$ cat config.mk
export PLATFORM = sky130hd
export DESIGN_NAME = ch_delay_sequencer
export DESIGN_NICKNAME = d
export VERILOG_FILES = /design/src/rtl/ch_delay_sequencer.sv
export SDC_FILE = /design/constraint.sdc
export NUM_CORES = 1
export LEC_CHECK = 0
export CAP_MARGIN = 20
export CORE_MARGIN = 3
export CORE_UTILIZATION = 50
export DETAILED_ROUTE_END_ITERATION = 10
export PLACE_DENSITY = 0.69
export SLEW_MARGIN = 20
export SYNTH_ARGS = -nofsm -noshare
export SYNTH_HDL_FRONTEND = slang
export SYNTH_SLANG_ARGS = --single-unit
$ cat constraint.sdc
create_clock -name i_clk -period 5.6 [get_ports i_clk]
set_input_delay 0.56 -clock i_clk [delete_from_list [all_inputs] [get_ports i_clk]]
set_output_delay 0.56 -clock i_clk [all_outputs]
set_load 0.05 [all_outputs]
$ cat src/rtl/ch_delay_sequencer.sv
// rtl/ch_delay_sequencer.sv - queued issue sequencer for per-channel delay counters
// Optional SEQ_LOOP_EN: stored list is replayed while i_trig stays high.
module ch_delay_sequencer #(
  parameter int NCH     = 4,
  parameter int DW      = 16,
  parameter int DEPTH   = 8,
  parameter int START_W = 2,
  parameter int TO_W    = 20
) (
  input  logic                     o_outreset,
  input  logic                     i_clk,
  input  logic                     i_wr_en,
  input  logic [$clog2(NCH)-1:0]   i_wr_ch,
  input  logic [DW-1:0]            i_wr_data,
  input  logic                     i_trig,
  input  logic [NCH-1:0]           i_ch_out,
  output logic [DW-1:0]            o_data,
  output logic [NCH-1:0]           o_ch_en,
  output logic [NCH-1:0]           o_start,
  output logic [NCH-1:0]           o_high_del,
  output logic                     o_busy,
  output logic                     o_seq_done,
  output logic                     o_timeout,
  output logic                     o_wr_err,
  output logic [$clog2(DEPTH):0]   o_level
);

  localparam int CHW = $clog2(NCH);
  localparam int AW  = $clog2(DEPTH);
  localparam int LW  = AW + 1;
  localparam int SCW = (START_W > 1) ? $clog2(START_W) : 1;

  typedef enum logic [2:0] {S_IDLE, S_LOAD, S_START, S_WAIT, S_GAP} state_t;

  state_t               state_q, state_d;
  logic [2:0]           trig_sync_q;
  logic [NCH-1:0]       ch_s1_q, ch_s2_q, ch_s3_q;
  logic [CHW+DW-1:0]    mem_q [DEPTH];
  logic [AW-1:0]        wr_ptr_q, wr_ptr_d, rd_ptr_q, rd_ptr_d;
  logic [LW-1:0]        level_q, level_d;
  logic [DW-1:0]        data_q, data_d;
  logic [CHW-1:0]       ch_q, ch_d;
  logic [NCH-1:0]       ch_en_q, ch_en_d, start_q, start_d, high_del_q, high_del_d;
  logic                 hd_hold_q, hd_hold_d;
  logic [SCW-1:0]       cnt_q, cnt_d;
  logic [TO_W-1:0]      to_q, to_d;
  logic                 pend_q, pend_d;
  logic                 busy_q, busy_d;
  logic                 seq_done_q, seq_done_d;
  logic                 timeout_q, timeout_d;
  logic                 wr_err_q, wr_err_d;

  logic                 full, push, trig_rise;
  logic [NCH-1:0]       ch_rise;
  logic [CHW-1:0]       head_ch;
  logic [DW-1:0]        head_data;
`ifndef SEQ_LOOP_EN
  logic                 pop;
`endif

  // Sync chains reset high so an input already high at release is not an edge.
  assign trig_rise = trig_sync_q[1] & ~trig_sync_q[2];
  assign ch_rise   = ch_s2_q & ~ch_s3_q;
  assign full      = (level_q == LW'(DEPTH));
  assign {head_ch, head_data} = mem_q[rd_ptr_q];

`ifdef SEQ_LOOP_EN
  assign push = i_wr_en && !full && (i_wr_data != '0) && (state_q == S_IDLE);
`else
  assign push = i_wr_en && !full && (i_wr_data != '0);
`endif

  always_comb begin
    state_d    = state_q;
    data_d     = data_q;
    ch_d       = ch_q;
    ch_en_d    = ch_en_q;
    cnt_d      = cnt_q;
    to_d       = to_q;
    pend_d     = pend_q;
    timeout_d  = timeout_q;
    seq_done_d = 1'b0;
    high_del_d = hd_hold_q ? high_del_q : '0;
    hd_hold_d  = 1'b0;
    wr_err_d   = i_wr_en & ~push;
    wr_ptr_d   = push ? wr_ptr_q + 1'b1 : wr_ptr_q;
    rd_ptr_d   = rd_ptr_q;
`ifndef SEQ_LOOP_EN
    pop        = 1'b0;
`endif
    case (state_q)
      S_IDLE: begin
        if (trig_rise && (level_q != '0)) begin
          state_d   = S_LOAD;
          timeout_d = 1'b0;
        end
      end
      S_LOAD: begin
        data_d  = head_data;
        ch_d    = head_ch;
        ch_en_d = NCH'(1) << head_ch;
        cnt_d   = '0;
        to_d    = '0;
        pend_d  = 1'b0;
        state_d = S_START;
`ifdef SEQ_LOOP_EN
        rd_ptr_d = (({1'b0, rd_ptr_q} + 1'b1) == level_q) ? '0 : rd_ptr_q + 1'b1;
`else
        pop      = 1'b1;
        rd_ptr_d = rd_ptr_q + 1'b1;
`endif
      end
      S_START: begin
        // A short channel pulse seen during START is held for WAIT.
        if (ch_rise[ch_q]) pend_d = 1'b1;
        if (cnt_q == SCW'(START_W - 1)) state_d = S_WAIT;
        else cnt_d = cnt_q + 1'b1;
      end
      S_WAIT: begin
        to_d = to_q + 1'b1;
        if (pend_q || ch_rise[ch_q]) begin
          state_d = S_GAP;
          ch_en_d = '0;
        end else if (to_d == '1) begin
          timeout_d  = 1'b1;
          high_del_d = NCH'(1) << ch_q;
          hd_hold_d  = 1'b1;
          state_d    = S_GAP;
          ch_en_d    = '0;
        end
      end
      S_GAP: begin
`ifdef SEQ_LOOP_EN
        if ((rd_ptr_q != '0) || trig_sync_q[1]) state_d = S_LOAD;
`else
        if (level_q != '0) state_d = S_LOAD;
`endif
        else begin
          seq_done_d = 1'b1;
          state_d    = S_IDLE;
        end
      end
      default: state_d = S_IDLE;
    endcase
    start_d = (state_d == S_START) ? ch_en_d : '0;
    busy_d  = (state_d != S_IDLE);
`ifdef SEQ_LOOP_EN
    level_d = push ? level_q + 1'b1 : level_q;
`else
    level_d = level_q + LW'(push) - LW'(pop);
`endif
  end

  always_ff @(posedge i_clk or posedge o_outreset) begin
    if (o_outreset) begin
      state_q     <= S_IDLE;
      trig_sync_q <= '1;
      ch_s1_q     <= '1;
      ch_s2_q     <= '1;
      ch_s3_q     <= '1;
      wr_ptr_q    <= '0;
      rd_ptr_q    <= '0;
      level_q     <= '0;
      data_q      <= '0;
      ch_q        <= '0;
      ch_en_q     <= '0;
      start_q     <= '0;
      high_del_q  <= '0;
      hd_hold_q   <= 1'b0;
      cnt_q       <= '0;
      to_q        <= '0;
      pend_q      <= 1'b0;
      busy_q      <= 1'b0;
      seq_done_q  <= 1'b0;
      timeout_q   <= 1'b0;
      wr_err_q    <= 1'b0;
    end else begin
      state_q     <= state_d;
      trig_sync_q <= {trig_sync_q[1:0], i_trig};
      ch_s1_q     <= i_ch_out;
      ch_s2_q     <= ch_s1_q;
      ch_s3_q     <= ch_s2_q;
      wr_ptr_q    <= wr_ptr_d;
      rd_ptr_q    <= rd_ptr_d;
      level_q     <= level_d;
      data_q      <= data_d;
      ch_q        <= ch_d;
      ch_en_q     <= ch_en_d;
      start_q     <= start_d;
      high_del_q  <= high_del_d;
      hd_hold_q   <= hd_hold_d;
      cnt_q       <= cnt_d;
      to_q        <= to_d;
      pend_q      <= pend_d;
      busy_q      <= busy_d;
      seq_done_q  <= seq_done_d;
      timeout_q   <= timeout_d;
      wr_err_q    <= wr_err_d;
    end
  end

  always_ff @(posedge i_clk) begin
    if (push) mem_q[wr_ptr_q] <= {i_wr_ch, i_wr_data};
  end

  assign o_data     = data_q;
  assign o_ch_en    = ch_en_q;
  assign o_start    = start_q;
  assign o_high_del = high_del_q;
  assign o_busy     = busy_q;
  assign o_seq_done = seq_done_q;
  assign o_timeout  = timeout_q;
  assign o_wr_err   = wr_err_q;
  assign o_level    = level_q;

endmodule

==> flow_summary.ini, run 1 <==
[layout]
area_growth_pct = 17.7
diodes = 0
final_common_cell = edfxtp_1
post-route-cell-area_sq_mm = 0.0110
layout_common_cells = edfxtp_1, dfrtp_1, clkdlybuf4s50_1
largest_reg_flops = 144
final_net_count = 717
final_layout_size_suffix_gt1_share_pct = 18.3
top_register = mem_q

[timing]
drv_slew = 0
hold_viol_final = 0
fmax_mhz = 321
final.setup.tns_ns = 0
period_needed_ns = 3.12
worst_pin_slew_ns = 0.888
clock_skew_ns = 0.00588
grt_setup_unrepaired = no
setup_viol = 0
period_share_pct = 55.6
slew-limit-headroom_pct = 40.8

[drt]
dr.first_iter.drc_count = 379
postRouteAntennaNets = 0
dr.pass1.iters = 4
vias = 5291
top_layer = met5
routedWlPerCell_microns = 19.6
remaining_drc_errors = 0
met3_length_microns = 871
route.detailed.vias_per_inst = 5.71
route.layer.met1.wl_microns = 8010
wl_met2_microns = 8880
wirelength_microns = 18200

[clock_network]
holdBufCountCts = 0
cts_sinks = 229
cts_made_buffers = 24
clock-root-buffer = clkbuf_16
ctsLongestPathBuffers = 3
clock_latency_ns = 0.51
cts-resized-gates = 0
htree_levels = 1
cts_setup_buffers = 0
clk_pin_slew_ns = 0.06
tritoncts = done

[setup_path]
cp-end-kind = register
crit_buf_inv = 0
start_kind = register
critPathTopFamily = simple AND/OR/NAND/NOR gates
crit_type = reg2reg
critPathArrivalTime_ns = 3.54
cp_slowest_cell = nor3_1
max_stage_delay_ns = 0.79
crit_required_ns = 6.02
crit_fanout = 21
cp_cell_sequence = nor2b_1, nand2_1, nor3_1, nand4_2, mux2i_1

[power_and_ir_drop]
p_leak_uw = 0.00407
p_per_area_mw_per_mm2 = 517
irDropWorstVdd_uv = 295

[synthesis]
synth_top_area_share_pct = 46.2
synthDistinctLibCells = 56
synthFlopType = edfxtp_1
syn_area_per_cell_sq_um = 15.3
synth_fp_nets = 649
postSynthCellCount = 612
yosys-top-cells-area = edfxtp_1, dfrtp_1, mux4_2
synth-seq-area-share_pct = 69.1
yosysWarnings = 0
synth_area_sq_mm = 0.00936
synth-async-reset-ratio_pct = 37.1
synth-seq-cells = 229
synth_top_cell_by_area = edfxtp_1
synth_edf_count = 144

[placed_design]
gp_congestion = 0.807
portBuffers = 61
place_hpwl_microns = 10800
place_area_sq_mm = 0.0102

[grt]
grt-ovfl-total = 0
grt_max_degree = 59
grt_util_all_layers_pct = 18.5
grt_pass1_vias = 5557
antenna_found_initial = 1
grt_first_pass_wirelength_microns = 29500

[floorplanning]
die_y_microns = 143
ios = 62
die_w_microns = 143
die_area_sq_mm = 0.0204
core_sq_mm = 0.0181
rows = 49
start_util_pct = 51.6

[run]
maxCapViolCount = 0

[outcome]
outcome = completed

[hold_path]
hold_class = reg2reg
[final cells by class]
cell class | count | area, sq um
sequential | 229 | 6470
clock buffer | 34 | 679
clock inverter | 10 | 78.8
timing repair buffer | 74 | 708
fill | 1361 | 7140
inverter | 20 | 76.3
multi-input combinational | 331 | 2710
tap | 229 | 287
[Yosys cell counts, types with 8 or more instances]
cell type,n
clkbuf_1,19
ha_1,10
nor2_1,41
o21ai_0,22
inv_1,20
dfstp_2,15
a21o_1,8
edfxtp_1,144
a21oi_1,31
nand2_1,50
mux4_2,36
o31ai_1,10
dfrtp_1,70
mux2i_1,23
nand3_1,9
[cell families after synthesis]
logic type	count (synthesis)	synth area share (%)
compound gates	91	6.07
xor+xnor	11	1.03
fa+ha+maj	11	1.55
buf+inv	52	2.31
flops	229	69.1
mux	60	11.2
simple gates	158	8.64
[worst register-to-register path, stage by stage (launching register included)]
cell and delay (ns):
dfrtp_1 0.47, nor2b_1 0.50, nand2_1 0.58, nor3_1 0.79, nand4_2 0.42, mux2i_1 0.27
[final timing paths]
path | end | slack, ns | cells after the start | startpoint
max | o_high_del[2] | 2.48 | 5 | state_q[0]
min | ch_s2_q[0] | 0.36 | 0 | ch_s1_q[0]
max reg2reg | o_high_del[2] | 2.48 | 5 | state_q[0]
min reg2reg | ch_s2_q[0] | 0.36 | 0 | ch_s1_q[0]
max in group asynchronous | o_wr_err | 4.09 | 3 | o_outreset
min in group asynchronous | o_data[8] | 0.39 | 2 | o_outreset
[power by group]
group	total (uW)	switching [uW]	internal [uW]
combinational	1850	1110	745
sequential	2330	204	2130
clock	1510	616	891
[through the flow]
stage	instances	total power (uW)	setup WS (ns)	util (%)	hold WS [ns]
floorplan	612	3670	2.26	-	0.345
global placement	883	4190	2.34	56.5	0.348
detailed placement	883	4240	2.27	56.5	0.348
CTS	927	5760	2.49	60.7	0.360
global route	927	6000	2.24	60.7	0.363
finish	927	5690	2.48	60.7	0.358
[routing by layer]
layer | up-vias | global-route usage, %
li1 | 2448 | -
met1 | 2675 | 25.7
met2 | 139 | 30.6
met3 | 27 | 3.01
met4 | 2 | 5.15
met5 | - | 0
No activity file was read; power rests on OpenSTA's default activity.
==> inputs of run 2 (changes only) <==
- PLACE_DENSITY: 0.69 -> 0.72
- clock period: 5.6 -> 2.8 ns (I/O delays scaled with it)
==> run 2 against run 1 <==
Fmax up 18%. Core utilization increased by 2.3 points. Design area is 3.7% higher. Non-clock buffer count increased by 26. Clock power increased by 120%. Sequential share of layout area decreased by 2.1 points. First-iteration DRC count down 4.0%. Largest cell class unchanged.
==> flow_summary.ini, run 2 (same netlist as run 1, synthesis figures left out) <==
[timing]
worst_pin_slew_ns = 0.707
period_needed_ns = 2.64
period_share_pct = 94.2
fin_hold_ws_ns = 0.0980
hold_viol_final = 0
drv_slew = 0
grt_setup_unrepaired = no
slew-limit-headroom_pct = 52.5
clock_skew_ns = 0.0217
setup_viol = 0
final.setup.tns_ns = 0
fmax_mhz = 379

[layout]
top_register = mem_q
final_common_cell = edfxtp_1
fillers = 1295
final_net_count = 743
layout_common_cells = edfxtp_1, dfrtp_1, clkdlybuf4s50_1
area_growth_pct = 22.0
fin_util_pct = 62.9
final_layout_size_suffix_gt1_share_pct = 22.2
largest_reg_flops = 144
diodes = 0

[clock_network]
cts_made_buffers = 24
cts_setup_buffers = 0
htree_levels = 1
cts_sinks = 229
cts-resized-gates = 0
holdBufCountCts = 0
clk_pin_slew_ns = 0.06
ctsLongestPathBuffers = 3
tritoncts = done
clock_latency_ns = 0.52
clock-root-buffer = clkbuf_16

[power_and_ir_drop]
internal_power_uw = 7970
p_leak_uw = 0.00427
p_per_area_mw_per_mm2 = 1050
swShare_pct = 33.2
power.net_switching_uw = 3970
seq_power_share_pct = 39.4
comb_power_share_pct = 32.4
p_clk_share_pct = 28.2
irDropWorstVdd_uv = 617

[setup_path]
crit_required_ns = 3.21
critPathArrivalTime_ns = 3.05
rr_endpoint = o_high_del[1]
rrSetupSlack_ns = 0.16
crit_type = reg2reg
cp-end-kind = register
start_kind = register
r2r-start = to_q[0]
r2r_cells = 9
crit_fanout = 8

[grt]
grt_pass1_vias = 5661
grt_util_all_layers_pct = 19.5
antenna_found_initial = 0
grt_first_pass_wirelength_microns = 31000
grt-ovfl-total = 0
grt_max_degree = 47

[drt]
postRouteAntennaNets = 0
route.detailed.vias_per_inst = 5.76
dr.pass1.iters = 5
routedWlPerCell_microns = 19.9
dr.first_iter.drc_count = 364
vias = 5493
wirelength_microns = 19000
remaining_drc_errors = 0

[hold_path]
hold_class = in2async

[floorplanning]
start_util_pct = 51.6
rows = 49
die_y_microns = 143
ios = 62
die_area_sq_mm = 0.0204
core_sq_mm = 0.0181
die_w_microns = 143

[placed_design]
gp_congestion = 0.829
portBuffers = 61
place_hpwl_microns = 11800

[run]
maxCapViolCount = 0

[outcome]
outcome = completed
run 2: worst max-delay path by stage:
stage | startpoint | end
after global placement | i_wr_data[5] | o_level[1]
after global routing | to_q[0] | o_ch_en[2]
after floorplan | o_level[2] | mem_q[3][0]
after detailed placement | i_wr_data[5] | o_level[3]
final | to_q[0] | o_high_del[1]
after CTS | to_q[0] | o_high_del[1]
run 2: layer usage:
| layer | global-route usage [%] | vias to the layer above | routed length [microns] |
|---|---|---|---|
| li1 | - | 2508 | - |
| met1 | 27.4 | 2783 | 7980 |
| met5 | 0 | - | 0 |
| met2 | 32.1 | 177 | 9580 |
| met3 | 3.15 | 25 | 1090 |
| met4 | 5.30 | 0 | 303 |
run 2: worst max-delay path: stages (launching register included):
cell	delay [ns]
dfrtp_1	0.44
ha_2	0.29
nand3_1	0.14
or2_1	0.33
or3_1	0.45
mux2i_1	0.16
nor3_1	0.09
buf_4	0.15
nand4_2	0.22
mux2i_1	0.27
run 2: stage by stage:
stage	setup slack, ns	power (uW)	instances	area, sq um
6_report	0.162	11900	953	11400
5_1_grt	0.00811	12600	953	11400
4_1_cts	0.107	12100	953	11400
3_5_place_dp	-0.135	8670	909	10600
3_3_place_gp	-0.0150	8520	909	10600
2_1_floorplan	-0.402	7340	612	9370
run 2: area by class of cell:
type	count	area [sq um]	area share, %
Clock inverter	15	218	1.91
Tap cell	229	287	2.51
Sequential cell	229	6470	56.7
Multi-Input combinational cell	331	2710	23.7
Inverter	20	76.3	0.668
Clock buffer	29	639	5.60
Timing Repair Buffer	100	1020	8.90
run 2: power by group through the flow:
stage	Clock (uW)	Sequential [uW]	Combinational, uW
4_1_cts	3440	4700	3930
2_1_floorplan	0	5200	2140
5_1_grt	3590	4780	4200
3_5_place_dp	0	4760	3910
3_3_place_gp	0	4720	3810
6_report	3370	4700	3870
==> inputs of run 3 (changes only) <==
- PLACE_DENSITY: 0.72 -> default
- PLACE_DENSITY_LB_ADDON: default -> 0.3
- SLEW_MARGIN: 20 -> default
==> run 3 against run 2 <==
Worst setup slack improved by 0.15 ns. Final cell count unchanged. Non-clock buffer count decreased by 1. Critical path depth decreased by 1. Clock power increased by 4%. Critical path type unchanged. Largest cell class unchanged.
==> flow_summary.ini, run 3 (same netlist as run 1, synthesis figures left out) <==
[outcome]
outcome = completed

[floorplanning]
ios = 62
start_util_pct = 51.6
die_area_sq_mm = 0.0204
rows = 49
die_y_microns = 143
core_sq_mm = 0.0181
die_w_microns = 143

[drt]
dr.pass1.iters = 5
vias = 5443
routedWlPerCell_microns = 19.7
postRouteAntennaNets = 0
dr.first_iter.drc_count = 447
remaining_drc_errors = 0
wirelength_microns = 18800
route.detailed.vias_per_inst = 5.71

[timing]
drv_slew = 0
worst_slack_ns = 0.308
grt_setup_unrepaired = no
clock_skew_ns = 0.0235
setup_viol = 0
period_share_pct = 89.0
fin_hold_ws_ns = 0.156
fmax_mhz = 401
final.setup.tns_ns = 0
worst_pin_slew_ns = 0.676
hold_viol_final = 0
slew-limit-headroom_pct = 54.5
period_needed_ns = 2.49

[clock_network]
cts_setup_buffers = 0
clk_pin_slew_ns = 0.06
holdBufCountCts = 0
cts_sinks = 229
tritoncts = done
htree_levels = 1
clock_latency_ns = 0.52
clock-root-buffer = clkbuf_16
ctsLongestPathBuffers = 3
cts_made_buffers = 24
cts-resized-gates = 0

[layout]
area_growth_pct = 22.2
final_common_cell = edfxtp_1
layout_common_cells = edfxtp_1, dfrtp_1, clkdlybuf4s50_1
final_layout_size_suffix_gt1_share_pct = 21.3
final_net_count = 742
multiInputGateArea_sq_mm = 0.00271
fillers = 1300
largest_reg_flops = 144
seqCellArea_sq_mm = 0.00647
top_register = mem_q

[power_and_ir_drop]
irDropWorstVdd_uv = 665
p_leak_uw = 0.00427
power_uw = 12000
p_per_area_mw_per_mm2 = 1050

[grt]
grt_pass1_vias = 5613
grt_max_degree = 42
grt_util_all_layers_pct = 19.0
grt_first_pass_wirelength_microns = 30400
antenna_found_initial = 1
grt-ovfl-total = 0

[placed_design]
place_hpwl_microns = 11700
portBuffers = 61
gp_congestion = 0.819
place_ws_ns = -0.225

[run]
maxCapViolCount = 0

[setup_path]
critPathArrivalTime_ns = 2.89
crit_type = reg2reg
crit_required_ns = 3.19
start_kind = register
r2r_cells = 8
cp-end-kind = register
crit_fanout = 8
rrSetupSlack_ns = 0.31

[hold_path]
hold_class = in2async
[run 3: stage by stage]
stage | utilization [%] | area [sq um] | instances
global route | 63.0 | 11400 | 953
CTS | 63.0 | 11400 | 952
floorplan | - | 9370 | 612
detailed placement | 58.1 | 10600 | 908
finish | 63.0 | 11400 | 953
global placement | 58.1 | 10600 | 908
[run 3: routing by layer]
layer / up-vias / global-route usage [%] / part of all wire [%]
li1: 2497 / - / -
met2: 151 / 31.8 / 50
met5: - / 0 / 0
met1: 2756 / 26.0 / 43
met3: 39 / 2.78 / 4.8
met4: 0 / 6.55 / 2.4
[run 3: final cells by class]
cell class / instances / share of cell area, %
flip-flops and latches: 229 / 56.6
clock buffers: 27 / 5.35
clock inverters: 17 / 2.35
well taps: 229 / 2.51
repair buffers: 99 / 8.82
inverters: 20 / 0.668
diodes: 1 / 0.0219
multi-input cells: 331 / 23.7
[run 3: path summary, 6_finish.rpt]
| check | start | to |
|---|---|---|
| max | to_q[9] | o_ch_en[0] |
| min | o_outreset | o_data[2] |
| max reg2reg | to_q[9] | o_ch_en[0] |
| min reg2reg | ch_s1_q[3] | ch_s2_q[3] |
| max in group asynchronous | o_outreset | trig_sync_q[2] |
| min in group i_clk | i_ch_out[0] | ch_s1_q[0] |
[run 3: worst max-delay path: stages (launching register included)]
cell	delay (ns)
dfrtp_1	0.48
nand3_1	0.21
nor4_2	0.41
nand4_1	0.16
xor2_1	0.18
nor3_1	0.26
buf_4	0.17
nand4_2	0.20
a31o_2	0.31
[run 3: power by group]
part           switching (uW)  internal [uW]
Sequential                456           4260
Combinational            2210           1620
Clock                    1270           2220
Total                    3940           8090
==> RTL edit 1 (settings of run 3) <==
Set the parameter `DW` to 18 (it was 16).
--- a/src/rtl/ch_delay_sequencer.sv
+++ b/src/rtl/ch_delay_sequencer.sv
@@ -2,7 +2,7 @@
 // Optional SEQ_LOOP_EN: stored list is replayed while i_trig stays high.
 module ch_delay_sequencer #(
   parameter int NCH     = 4,
-  parameter int DW      = 16,
+  parameter int DW      = 18,
   parameter int DEPTH   = 8,
   parameter int START_W = 2,
   parameter int TO_W    = 20
Interface: changed (resized i_wr_data and o_data); port bits go from 62 to 66. No check against the original RTL was run, so the function may have changed too.
==> RTL edit 1 against run 3 <==
Total power grew 4.3%; routed wire length grew 8.4%; sequential cell count is 18 higher; global-route usage rose by 0.32 points; synthesized area increased by 6.6%; worst hold slack improved by 19 ps; sequential power is 7.4% higher; clock skew decreased by 16 ps; setup slack got worse by 69 ps; design area grew 7.3%; largest cell class unchanged; largest power group unchanged; highest routed layer unchanged.
==> RTL edit 1: results (changes against run 3) <==
Route
  • Final Routed Wirelength: 20.4 mm (+8.4%)
  • Iter 0 DRT Violations: 433 (-3.1%)

Setup path
  • Worst R2R Path Depth: 7 (-1)
  • Capturing point of the worst reg2reg path: o_high_del[0]$_DFF_PP0_
  • Arrival time at the worst endpoint: 2990 ps (+100 ps)
  • Worst-case register-to-register setup slack: 240 ps (-70 ps)
  • Largest stage delay, worst path: 450 ps (-30 ps)

Cells and area
  • Inserted Diodes: 0 (-1)
  • Ratio of cells with drive above 1 in the final layout: 21.6% (+0.32 points)
  • Flip-flop count of the largest register after layout: 160 (+11%)
  • Final Net Count: 796 (+7.3%)

Synth
  • Synth area leaders: sky130_fd_sc_hd__edfxtp_1 48%, sky130_fd_sc_hd__dfrtp_1 18%, sky130_fd_sc_hd__mux4_2 9.3%
  • Number of distinct standard cells referenced by the synthesized netlist: 55 (-1.8%)
  • Number of synthesized flops with an enable pin: 160 (+11%)
  • Top cell types by occurrence after synthesis: 160 x sky130_fd_sc_hd__edfxtp_1, 72 x sky130_fd_sc_hd__dfrtp_1, 57 x sky130_fd_sc_hd__nand2_1, 41 x sky130_fd_sc_hd__mux4_2, 35 x sky130_fd_sc_hd__nor2_1
  • Sequential fraction of the synthesis area: 70.2% (+1.0 points)
  • Mapped Nets: 676 (+4.2%)
  • Fraction of registers with async set or reset after synthesis: 35.2% (-1.9 points)

Power and ir drop
  • Peak VDD IR: 0.000687 V (+3.2%)
  • Static Leak: 4.44 nW (+4.0%)
  • Fraction of power spent switching nets: 33.4% (+0.68 points)

Timing
  • Maximum operating frequency: 391 MHz (-2.7%)
  • Max-slew headroom at the worst pin: 51.8% (-2.7 points)
  • Layout Skew: 7.84 ps (-15.7 ps)

GRT
  • Maximum number of pins on one net before global-route repair: 88 (+110%)
  • Vias in the first global route: 6046 (+7.7%)
  • Initial antenna violation count: 0 (-1)
  • GRT Resource Usage Total: 19.4% (+0.32 points)

Placed design
  • GPL Wtd Cong: 0.890 (+8.6%)
  • Input/output buffers: 65 (+6.6%)
  • DP Worst Slack: -183 ps (+42.5 ps)
  • Final HPWL DP: 12.9 mm (+11%)

Clocking
  • Total clock buffers created by CTS: 26 (+8.3%)

Outcome
  • Result of the run: finished clean
[RTL edit 1: cells by family (layout without fill, tap and decap cells)]
group           Yosys count  in the layout  synth area share [%]
simple gates            163            163                  8.19
flops                   247            247                  70.2
compound gates           94             94                  5.61
xor+xnor                  8              8                 0.703
mux                      68             68                  12.0
buf+inv                  46            186                  1.84
fa+ha+maj                11             11                  1.46
[RTL edit 1: cell type report]
| cell class | count | area, sq um | area share, % |
|---|---|---|---|
| Tap cell | 265 | 332 | 2.70 |
| Sequential cell | 247 | 7000 | 57.0 |
| Clock inverter | 3 | 13.8 | 0.112 |
| Inverter | 20 | 76.3 | 0.622 |
| Multi-Input combinational cell | 344 | 2830 | 23.1 |
| Clock buffer | 45 | 805 | 6.56 |
| Timing Repair Buffer | 118 | 1210 | 9.87 |
[RTL edit 1: how the worst min path moves through the flow]
stage,startpoint,endpoint,slack [ps],depth (start not counted)
4_1_cts,i_ch_out[3],ch_s1_q[3]$_DFF_PP1_,150,1
3_3_place_gp,ch_s1_q[2]$_DFF_PP1_,ch_s2_q[2]$_DFF_PP1_,350,0
2_1_floorplan,i_ch_out[0],ch_s1_q[0]$_DFF_PP1_,280,0
3_5_place_dp,ch_s1_q[2]$_DFF_PP1_,ch_s2_q[2]$_DFF_PP1_,350,0
5_1_grt,i_ch_out[1],ch_s1_q[1]$_DFF_PP1_,160,1
6_report,i_ch_out[3],ch_s1_q[3]$_DFF_PP1_,180,1
[RTL edit 1: power groups by stage]
stage | Combinational [mW] | Sequential (mW) | Clock, mW
after floorplan | 2.26 | 5.66 | 0
after global placement | 4.20 | 5.08 | 0
after detailed placement | 4.28 | 5.12 | 0
after CTS | 4.31 | 5.07 | 3.31
after global routing | 4.58 | 5.15 | 3.47
final | 4.24 | 5.06 | 3.25
[RTL edit 1: layer usage]
layer	track usage (%)	vias up	share of wire [%]
li1	-	2669	-
met1	26.7	2966	43
met2	33.1	150	50
met3	3.45	29	5.0
met4	3.73	0	1.4
met5	0	-	0
[RTL edit 1: per-stage QoR]
| step | util (%) | instances | area, sq um | hold slack (ps) |
|---|---|---|---|---|
| floorplan | - | 637 | 10000 | 284 |
| global placement | 58.7 | 994 | 11500 | 349 |
| detailed placement | 58.7 | 994 | 11500 | 348 |
| CTS | 62.9 | 1042 | 12300 | 152 |
| global route | 62.9 | 1042 | 12300 | 157 |
| finish | 62.9 | 1042 | 12300 | 175 |
[RTL edit 1: critical path, delay by kind of cell, from the launching register on]
family          cells  cell delay, ps
flops               1             450
fa+ha+maj           1             280
compound gates      2             570
simple gates        2             790
xor+xnor            1             140
mux                 1             240
==> RTL edit 2 (config.mk and constraints of run 3) <==
Without the edit above. Remove the register `start_q`: a continuous assignment takes its place, so the output `o_start` follows one clock earlier.
--- a/src/rtl/ch_delay_sequencer.sv
+++ b/src/rtl/ch_delay_sequencer.sv
@@ -164,7 +164,6 @@
       data_q      <= '0;
       ch_q        <= '0;
       ch_en_q     <= '0;
-      start_q     <= '0;
       high_del_q  <= '0;
       hd_hold_q   <= 1'b0;
       cnt_q       <= '0;
@@ -186,7 +185,6 @@
       data_q      <= data_d;
       ch_q        <= ch_d;
       ch_en_q     <= ch_en_d;
-      start_q     <= start_d;
       high_del_q  <= high_del_d;
       hd_hold_q   <= hd_hold_d;
       cnt_q       <= cnt_d;
@@ -199,6 +197,8 @@
     end
   end
 
+  assign start_q = start_d;
+
   always_ff @(posedge i_clk) begin
     if (push) mem_q[wr_ptr_q] <= {i_wr_ch, i_wr_data};
   end
Check against the original RTL: not equivalent (a bounded check fails within 10 cycles, from zero or initial values and one cycle with o_outreset high).
==> RTL edit 2 against run 3 <==
Clock power fell by 2%; synthesized area fell by 1.2%; combinational power rose by 5%; total power hardly changed; highest routed layer unchanged; setup slack got worse by 230 ps; design area rose by 0.15%; sequential cell count fell by 4; count of clock-buffer cells in the layout up 7; routed wire length is 0.49% lower.
==> RTL edit 2: results (changes against run 3) <==
Setup path
  • Worst reg2reg path startpoint: to_q[1]$_DFFE_PP0N_
  • Worst-path maximum fanout: 7 (-1)
  • Worst-path cell with the longest stage delay: sky130_fd_sc_hd__mux4_2
  • Worst R2R Path Depth: 7 (-1)
  • Arrival time at the worst endpoint: 2440 ps (-450 ps)

Synth
  • Number of distinct standard cells referenced by the synthesized netlist: 53 (-5.4%)
  • Compound-cell area share of the yosys netlist: 5.97% (-0.11 points)
  • Mapped Nets: 635 (-2.2%)
  • Multiplexer area fraction after synthesis: 11.5% (+0.25 points)
  • Synth area leaders: sky130_fd_sc_hd__edfxtp_1 47%, sky130_fd_sc_hd__dfrtp_1 18%, sky130_fd_sc_hd__mux4_2 8.8%
  • Area share of xor/xnor cells in the synthesized design: 1.14% (+0.11 points)
  • Fraction of registers with async set or reset after synthesis: 36.0% (-1.1 points)
  • Top cell types by occurrence after synthesis: 144 x sky130_fd_sc_hd__edfxtp_1, 66 x sky130_fd_sc_hd__dfrtp_1, 54 x sky130_fd_sc_hd__nand2_1, 36 x sky130_fd_sc_hd__mux4_2, 32 x sky130_fd_sc_hd__nor2_1
  • Synth Area in Adders: 1.57% (+0.018 points)
  • Area fraction of the dominant cell type after synthesis: 46.8% (+0.54 points)
  • Sequential fraction of the synthesis area: 68.9% (-0.28 points)
  • Number of synthesized flops with an enable pin: 144 (unchanged)

Placed design
  • Dpl cell area: 10500 sq um (-0.15%)
  • DP Worst Slack: -184 ps (+40.8 ps)
  • Final HPWL DP: 11.8 mm (+1.1%)

GRT
  • Vias in the first global route: 5583 (-0.53%)
  • Global-route track usage on met3: 3.66% (+0.88 points)
  • Met2 usage: 33.1% (+1.4 points)
  • First-pass GRT wire length: 29.8 mm (-2.0%)
  • GRT Resource Usage Total: 19.0% (-0.082 points)
  • Initial antenna violation count: 1 (unchanged)
  • Maximum number of pins on one net before global-route repair: 35 (-17%)

Route
  • Iter 0 DRT Violations: 324 (-28%)
  • Avg WL per Cell: 19.7 um (about the same)
  • First drt pass iteration count: 5 (unchanged)
  • Vias after detailed routing: 5359 (-1.5%)

Cells and area
  • Final Net Count: 738 (-0.54%)
  • Area occupied by multi-input gates: 2760 sq um (+1.9%)
  • Ratio of cells with drive above 1 in the final layout: 22.9% (+1.6 points)
  • Number of inserted filler cells in the final layout: 1311 (+0.85%)

Timing
  • Actual slew at the worst max-slew pin: 609 ps (-66.8 ps)
  • Layout Skew: 9.34 ps (-14.2 ps)

Power and ir drop
  • Static Leak: 4.23 nW (-0.95%)
  • Switching component of the power: 3.91 mW (-0.60%)
  • Peak VDD IR: 0.000604 V (-9.3%)

Outcome
  • Result of the run: finished clean
==> RTL edit 2: cell count changes in the layout (fill, tap and decap cells not counted), sizes merged, moves of 5 or more <==
cell,before,now
or3,5,0
buf,38,50
a21oi,31,23
clkbuf,27,34
nor2,41,32
nor2b,1,9
inv,19,14
==> RTL edit 2: layer usage <==
metal | vias to the layer above | wire (um)
li1 | 2491 | -
met1 | 2727 | 7700
met2 | 112 | 9730
met3 | 29 | 835
met4 | 0 | 441
met5 | - | 0
==> RTL edit 2: timing repair <==
item	CTS	global route
setup buffers	1	0
setup endpoints to repair	4	3
gates resized for setup	5	6
==> RTL edit 2: critical path: cells and delay by family (launching register included) <==
family                 cells  cell delay [ps]
and+or+nand+nor            1              150
muxes                      2              840
buffers and inverters      2              320
AOI/OAI and AO/OA          1              200
DFF                        1              410
==> RTL edit 2: final cells by class <==
class	instances	share of cell area, %
Inverter	15	0.503
Clock buffer	34	6.11
Sequential cell	225	55.6
Clock inverter	10	1.53
Antenna cell	1	0.0219
Timing Repair Buffer	107	9.60
Tap cell	229	2.50
Multi-Input combinational cell	328	24.1
==> RTL edit 2: power by group through the flow <==
stage | registers, mW | clock network (mW) | logic, mW
final | 4.60 | 3.41 | 4.02
after global routing | 4.67 | 3.61 | 4.36
after CTS | 4.60 | 3.47 | 4.04
after detailed placement | 4.66 | 0 | 3.99
after global placement | 4.62 | 0 | 3.90
after floorplan | 5.08 | 0 | 2.24
==> RTL edit 2: through the flow <==
step                      std cells  setup TNS (ps)  hold WS [ps]
after detailed placement        903            -465           347
after global routing            949           -17.1           175
after global placement          903            -358           347
after floorplan                 598          -18840           284
after CTS                       948               0           158
final                           949               0           149
==> RTL edit 2: logic make-up after synthesis <==
group	count (synthesis)
adder cells (fa/ha/maj)	11
flip-flops	225
multiplexers	61
AO/OA/AOI/OAI	85
XOR/XNOR	12
buffers and inverters	45
AND/OR/NAND/NOR	159
==> RTL edit 2: how the worst max path moves through the flow <==
stage	startpoint	to	slack [ps]	depth (start not counted)
2_1_floorplan	o_level[2]$_DFF_PP0_	mem_q[3][0]$_DFFE_PP_	-400	7
3_3_place_gp	i_wr_data[5]	o_level[1]$_DFF_PP0_	-150	11
3_5_place_dp	i_wr_data[5]	o_level[2]$_DFF_PP0_	-180	11
4_1_cts	rd_ptr_q[0]$_DFFE_PP0P_	o_start[0]	10	6
5_1_grt	rd_ptr_q[0]$_DFFE_PP0P_	o_start[1]	-10	6
6_report	rd_ptr_q[0]$_DFFE_PP0P_	o_start[3]	80	6
